--- src/rtl/sd_ring_array.sv ---
`default_nettype none
// ============================================================================
// Module   : sd_ring_array
// Purpose  : N-channel ring-coupled sigma-delta modulator array. Each channel
//            has a coupling integrator steered by its two ring neighbours'
//            bitstream bits, followed by a gained second-stage quantiser.
//            All arithmetic saturates, and a sticky flag records any clamp.
//            The coupling constant k is updated through a valid/ready
//            handshake and only takes effect at frame boundaries. A
//            per-frame ones-density count is kept for each channel.
// Ports    : clk        rising-edge clock
//            reset      asynchronous active-high reset
//            en         advance modulators and frame counter
//            k_in       signed new k value
//            k_valid    k_in offered
//            k_ready    pending register empty, an offer will be accepted
//            sd_out     bitstream, bit i = channel i
//            ovf        sticky saturation flag per channel
//            frame_done one-cycle pulse on the last cycle of each frame
//            density    ones count per channel over the previous frame
// Revision : 1.0 - initial release
// ============================================================================
module sd_ring_array #(
    parameter int                        NCH       = 3,
    parameter int                        BITWIDTH  = 32,
    parameter int                        POSTGAIN  = 2,
    parameter int                        FRAME_LEN = 16,
    parameter logic [NCH*BITWIDTH-1:0]   SEED      = '0,
    localparam int                       CW        = $clog2(FRAME_LEN + 1)
) (
    input  logic                         clk,
    input  logic                         reset,
    input  logic                         en,
    input  logic signed [BITWIDTH-1:0]   k_in,
    input  logic                         k_valid,
    output logic                         k_ready,
    output logic [NCH-1:0]               sd_out,
    output logic [NCH-1:0]               ovf,
    output logic                         frame_done,
    output logic [NCH*CW-1:0]            density
);

    // Internal arithmetic is carried wide enough that no intermediate
    // (three-term sum, shifted integrator) can wrap before clamping.
    localparam int XW = 2 * BITWIDTH + 2;
    localparam int FW = $clog2(FRAME_LEN);

    localparam logic signed [XW-1:0] c_one = XW'(1);
    localparam logic signed [XW-1:0] c_max = (c_one <<< (BITWIDTH - 1)) - c_one;
    localparam logic signed [XW-1:0] c_min = -(c_one <<< (BITWIDTH - 1));
    localparam logic signed [XW-1:0] c_fs  = c_one <<< (BITWIDTH - 2);
    localparam logic [FW-1:0]        c_last = FW'(FRAME_LEN - 1);

    function automatic logic signed [XW-1:0] clamp(input logic signed [XW-1:0] v);
        if (v > c_max) begin
            return c_max;
        end else if (v < c_min) begin
            return c_min;
        end
        return v;
    endfunction

    // ------------------------------------------------------------------
    // Frame counter and k handshake
    // ------------------------------------------------------------------
    logic [FW-1:0]               r_fcnt;
    logic signed [BITWIDTH-1:0]  r_k_active;
    logic signed [BITWIDTH-1:0]  r_k_pend;
    logic                        r_pend_full;
    logic signed [XW-1:0]        w_k;

    assign frame_done = en && (r_fcnt == c_last);
    assign k_ready    = ~r_pend_full;
    assign w_k        = XW'(r_k_active);

    always_ff @(posedge clk or posedge reset) begin
        if (reset) begin
            r_fcnt      <= '0;
            r_k_active  <= '0;
            r_k_pend    <= '0;
            r_pend_full <= 1'b0;
        end else begin
            if (en) begin
                r_fcnt <= (r_fcnt == c_last) ? '0 : r_fcnt + FW'(1);
            end
            // Promotion and capture are exclusive: capture requires an
            // empty pending register, promotion requires a full one. A
            // capture on the boundary edge therefore waits a whole frame.
            if (frame_done && r_pend_full) begin
                r_k_active  <= r_k_pend;
                r_pend_full <= 1'b0;
            end
            if (k_valid && !r_pend_full) begin
                r_k_pend    <= k_in;
                r_pend_full <= 1'b1;
            end
        end
    end

    // ------------------------------------------------------------------
    // Per-channel modulator and density counter
    // ------------------------------------------------------------------
    for (genvar i = 0; i < NCH; i++) begin : g_ch
        localparam int c_nxt = (i + 1) % NCH;
        localparam int c_prv = (i + NCH - 1) % NCH;

        logic signed [BITWIDTH-1:0] r_integ;
        logic signed [BITWIDTH-1:0] r_acc;
        logic                       r_ovf;
        logic [CW-1:0]              r_count;
        logic [CW-1:0]              r_density;

        logic signed [XW-1:0]       w_t1;
        logic signed [XW-1:0]       w_t2;
        logic signed [XW-1:0]       w_fb;
        logic signed [XW-1:0]       w_isum;
        logic signed [XW-1:0]       w_isat;
        logic signed [XW-1:0]       w_graw;
        logic signed [XW-1:0]       w_g;
        logic signed [XW-1:0]       w_qsum;
        logic signed [XW-1:0]       w_qsat;
        logic                       w_clip;

        always_comb begin
            w_t1   = sd_out[c_nxt] ? w_k : -w_k;
            w_t2   = sd_out[c_prv] ? -w_k : w_k;
            w_fb   = sd_out[i] ? -c_one : c_one;
            w_isum = XW'(r_integ) + w_t1 + w_t2 + w_fb;
            w_isat = clamp(w_isum);
            // Quantiser sees the integrator value from before this edge.
            w_graw = XW'(r_integ) <<< POSTGAIN;
            w_g    = clamp(w_graw);
            w_qsum = XW'(r_acc) + w_g - (sd_out[i] ? c_fs : -c_fs);
            w_qsat = clamp(w_qsum);
            w_clip = (w_isat != w_isum) || (w_g != w_graw) || (w_qsat != w_qsum);
        end

        always_ff @(posedge clk or posedge reset) begin
            if (reset) begin
                r_integ   <= '0;
                r_acc     <= SEED[i*BITWIDTH +: BITWIDTH];
                r_ovf     <= 1'b0;
                r_count   <= '0;
                r_density <= '0;
            end else if (en) begin
                r_integ <= BITWIDTH'(w_isat);
                r_acc   <= BITWIDTH'(w_qsat);
                if (w_clip) begin
                    r_ovf <= 1'b1;
                end
                // The last cycle's bit is folded straight into the reported
                // density so a frame of all ones reports FRAME_LEN.
                if (frame_done) begin
                    r_density <= r_count + CW'(sd_out[i]);
                    r_count   <= '0;
                end else if (sd_out[i]) begin
                    r_count <= r_count + CW'(1);
                end
            end
        end

        assign sd_out[i]                = ~r_acc[BITWIDTH-1];
        assign ovf[i]                   = r_ovf;
        assign density[i*CW +: CW]      = r_density;
    end

endmodule
`default_nettype wire

--- config.mk ---
export PLATFORM = sky130hd
export DESIGN_NAME = sd_ring_array
export DESIGN_NICKNAME = d
export VERILOG_FILES = /design/src/rtl/sd_ring_array.sv
export SDC_FILE = /design/constraint.sdc
export NUM_CORES = 2
export LEC_CHECK = 0
export CAP_MARGIN = 20
export CORE_MARGIN = 1.5
export CORE_UTILIZATION = 60
export DETAILED_ROUTE_END_ITERATION = 8
export PLACE_DENSITY = 0.8
export SLEW_MARGIN = 15
export SYNTH_ARGS = -nofsm -noshare
export SYNTH_HDL_FRONTEND = slang
export SYNTH_SLANG_ARGS = --single-unit
--- constraint.sdc ---
create_clock -name clk -period 10.8 [get_ports clk]
set_input_delay 2.16 -clock clk [delete_from_list [all_inputs] [get_ports clk]]
set_output_delay 2.16 -clock clk [all_outputs]
set_load 0.01 [all_outputs]
# Yosys cells after proc, flatten, opt, wreduce, memory -nomap -nowiden
# Cells that the tools add are included.
# word_totals
word_cells	161
ramBits	0
romBits	0
input_bits	36
n_memories	0
ff_bits	294
latch_bits	0
output_inout_bits	23
# classes
n_eq_ne	13
multipliers	0
bitwise_logic	4
addsub	23
n_reduce_logical	18
n_shift	0
n_mux	66
n_lt_le_gt_ge	18
n_div	0
# ops
op	count
$mux W66	39
$add A32 B66 Y66	6
$add A66 B66 Y66	6
$gt A66 B32 Y1 const B	6
$lt A66 B32 Y1 const B	6
$ne A66 B66 Y1	6
$ne A66 B34 Y1	3
$sub A66 B66 Y66	3
$gt A34 B32 Y1 const B	3
$lt A34 B32 Y1 const B	3
$neg A32 Y66	1
$mux W5	6
$mux W1	20
$add A5 B1 Y5	3
$add A5 B1 Y5 const B	3
$reduce_and A2 Y1	7
$logic_or A1 B1 Y1	6
$ne A2 B2 Y1 const B	3
$add A4 B1 Y4 const B	1
$eq A4 B4 Y1 const B	1
$mux W4	1
$not A1 Y1	4
$logic_and A1 B1 Y1	3
$reduce_bool A2 Y1	1
$logic_not A1 Y1	1

# Longest topological paths before layout
# depth
ltp_word	13
ltp_mapped	38
mapped_depth_nobuf	33

# Worst setup path after synthesis
# OpenSTA, ideal clock, no wires.
# synth_path
path_kind	register to register
start	reg r_k_active[0]
end	reg g_ch[1].r_integ[10]
n_path_buf	5
synth_period_minus_slack_ns	9.198
arrival_time_ns	9.121
setup_ns	0.077
path_slack_ns	1.602
required_ns	10.723
stages_incl_launch_ff	39
cell_sequence	dfrtp_1 -> clkbuf_1 -> inv_1 -> ha_1 -> nand2_1 -> or3_1 -> or3_1 -> clkbuf_1 -> or3_1 -> or3_1 -> nor3_2 -> nand3_2 -> or3_1 -> or3_1 -> clkbuf_1 -> nor2_1 -> nand2_1 -> ha_1 -> [... 3 more ...] -> fa_1 -> inv_1 -> ha_1 -> clkbuf_1 -> nand2_1 -> nor3_1 -> nand3_1 -> a2111oi_2 -> o21ai_0 -> nand2_1 -> xor2_1 -> nand4_1 -> or4_1 -> nor3_1 -> or2_1 -> buf_4 -> o211ai_2 -> o21ai_1
# synth_between
elab_chain_cells	9
elab_cells_between_ends	12
classes_between	add/sub: 4; order compare: 2; mux: 6
# synth_lines
element	line_no	rtl
from (decl)	67	logic signed [BITWIDTH-1:0] r_k_active;
from (signal assigned)	90	r_k_active <= r_k_pend;
$neg A32 Y66	125, 126	
$mux W66	125	w_t1 = sd_out[c_nxt] ? w_k : -w_k;
$add A32 B66 Y66	128	w_isum = XW'(r_integ) + w_t1 + w_t2 + w_fb;
$add A66 B66 Y66 * (2 in series)	128	
$lt A66 B32 Y1	57	end else if (v < c_min) begin
$mux W1	57	
$mux W1	55	if (v > c_max) begin
$mux W66 *	60	return v;
to (signal assigned)	146	r_integ <= BITWIDTH'(w_isat);
to (decl)	107	logic signed [BITWIDTH-1:0] r_integ;
# Mark *: on every way between the ends. The rest lies on a longest branch, timed or not.
# A chain may end at the register's enable or synchronous reset.

# Final worst setup path
# layout_path
start	reg r_k_active[1]
end	reg g_ch[1].r_integ[10]
# The elaborated chain is that of the path after synthesis.

==> reports/metrics.cfg <==
[outcome]
outcome = complete, no violations

[drt]
first_pass_iters = 7
drt-initial-drc-count = 3580
postRouteAntennaNets = 0
drt_wl_total_um = 135000
route.detailed.wl_per_inst_um = 19.6
via_per_inst = 6.09
drcViolationCount = 0
via_count = 41946

[yosys]
ys_ff_latch = 294
synth_top_flop_cell = dfrtp_1
ys_types = 92
synth_area_per_cell_sq_um = 7.94
seq_area_frac_synth = 0.155
syn_inst = 5960
synth_top_area_share = 0.164
async_flop_share = 1.00
syn_nets = 6798
synth_edf_count = 0
synth_area_leaders = fa_1 16%, dfrtp_1 16%, ha_1 11%
yosysWarnings = 0
synth_top_area_cell = fa_1
synthesis.area_sq_um = 47300

[global_routing]
grt_pass1_wl_um = 218000
grt-ovfl-total = 0
first_global_vias = 40648
grt_use_total = 0.333
grt_max_degree = 146
antenna_found_initial = 0

[clocking]
h-tree-depth = 2
cts_inserted_buffers = 36
clk_latency_ns = 0.57
cts_tree = built
cts_setup_buffers = 0
clkTransAtPathRegs_ns = 0.06
root_buffer = clkbuf_16
cts_hold_buf = 0
clock-sinks = 294
clockBufferDepth = 3
cts_resized = 0

[critical_path]
crit_path_end_kind = flop
required_ns = 11.21
cp_top_family = simple AND/OR/NAND/NOR gates
cpPeakStageDelay_ns = 0.64
worstSetupPathType = flop to flop
critPathBufInv = 5
slowest_stage = nor4b_1
crit_top_cell = or3_1
arrival_ns = 10.68
crit_fanout = 22
start_kind = flop

[sta]
worst_pin_slew_ns = 1.06
finalHoldViolCount = 0
setup_ws_ns = 0.535
setup_viol = 0
tns_ns = 0
slew_headroom = 0.289
fin_worst_skew_ns = 0.0248
period_share = 0.950
rsz0062_at_grt = false
maxSlewViolCount = 0
fmax_mhz = 97.4
layout_min_cycle_time_ns = 10.26

[placed_design]
io_buffers = 58
hpwl_um = 107000
dp_slack_ns = 0.422
gp_congestion = 1.01

[layout]
n_antenna_cell = 0
finalNetCount = 6662
final_common_cell = inv_1
layout_common_cells = 961 x inv_1, 539 x a21oi_1, 461 x nor2_1
fillerInstances = 6728
syn_to_final_growth_pct = 5.63
layout-drive-gt1-share = 0.0496

[floorplanning]
start_util = 0.609
std_cell_rows = 102
ios = 59
coreArea_sq_um = 77700
dieArea_sq_um = 80600
die_w_um = 284
chipHeight_um = 284

[flow_run]
maxCapViolCount = 0

[hold_path]
hold_path.class = flop to flop

-- final timing paths --
check	depth (start not counted)	end	slack, ns	from
hold / removal	2	g_ch[2].r_density[3]$_DFFE_PP0P_	0.48	g_ch[2].r_density[3]$_DFFE_PP0P_
min in group asynchronous	2	g_ch[2].r_acc[10]$_DFFE_PP0P_	2.07	reset
max in group asynchronous	3	g_ch[1].r_count[4]$_DFFE_PP0P_	7.32	reset
setup reg to reg	33	g_ch[1].r_integ[10]$_DFFE_PP0P_	0.54	r_k_active[1]$_DFFE_PP0P_
setup / recovery	33	g_ch[1].r_integ[10]$_DFFE_PP0P_	0.54	r_k_active[1]$_DFFE_PP0P_
hold reg to reg	2	g_ch[2].r_density[3]$_DFFE_PP0P_	0.48	g_ch[2].r_density[3]$_DFFE_PP0P_
-- cell type report --
| cell class | count | area [sq um] | share of cell area |
|---|---|---|---|
| Timing Repair Buffer | 119 | 1110 | 0.0222 |
| Multi-Input combinational cell | 4403 | 35200 | 0.705 |
| Sequential cell | 294 | 7370 | 0.147 |
| Clock buffer | 48 | 1050 | 0.0210 |
| Clock inverter | 18 | 279 | 0.00558 |
| Tap cell | 1040 | 1300 | 0.0260 |
| Inverter | 970 | 3650 | 0.0731 |
-- through the flow --
step           hold WS, ns  instances  area (sq um)  utilization
2_1_floorplan        0.461       5960         47300            -
3_3_place_gp         0.462       6823         48500        0.625
3_5_place_dp         0.467       6823         48500        0.625
4_1_cts              0.484       6889         49900        0.642
5_1_grt              0.520       6892         50000        0.643
6_report             0.482       6892         50000        0.643
-- worst min-delay path, stage by stage, from the launching register on --
cell,delay [ns]
dfrtp_1,0.34
nand2_1,0.05
o21ai_0,0.06
-- per-layer routing --
layer	part of all wire	vias to the layer above	GRT usage
li1	-	19998	-
met4	0.037	0	0.108
met5	0	-	0
met3	0.064	268	0.0379
met1	0.44	20277	0.466
met2	0.45	1403	0.539
-- cells in the mapped netlist (all sizes together) (42+ instances only) --
library cell and instances:
nor3 100, nand3 103, a21o 136, fa 387, buf 54, and3 51
ha 415, o2bb2ai 59, clkbuf 239, o211ai 74, a211oi 46, mux2 69
nand4 110, nand2 401, nor4 50, xor2 143, o21a 60, o21ai 290
xnor2 311, dfrtp 294, a21oi 540, nor2 462, or3 42, o21bai 56
inv 967
-- state kept, by name, summed over array words and instances (netlist names) --
register,flops
g_ch.r_acc,96
r_fcnt,4
r_k_pend,32
g_ch.r_density,15
r_k_active,32
g_ch.r_ovf,3
g_ch.r_count,15
g_ch.r_integ,96
r_pend_full,1
-- kinds of logic (layout without fill, tap and decap cells) --
| family | after synthesis | count (layout) | share of synthesized area |
|---|---|---|---|
| compound gates | 1565 | 1565 | 0.214 |
| simple gates | 1488 | 1488 | 0.149 |
| buf+inv | 1263 | 1155 | 0.102 |
| fa+ha+maj | 802 | 802 | 0.273 |
| xor+xnor | 454 | 454 | 0.0840 |
| flops | 294 | 294 | 0.155 |
| mux | 94 | 94 | 0.0220 |
Power is left out: the tool's default activity adds up to more than one toggle a clock period on the data nets, which glitch-free logic cannot reach.
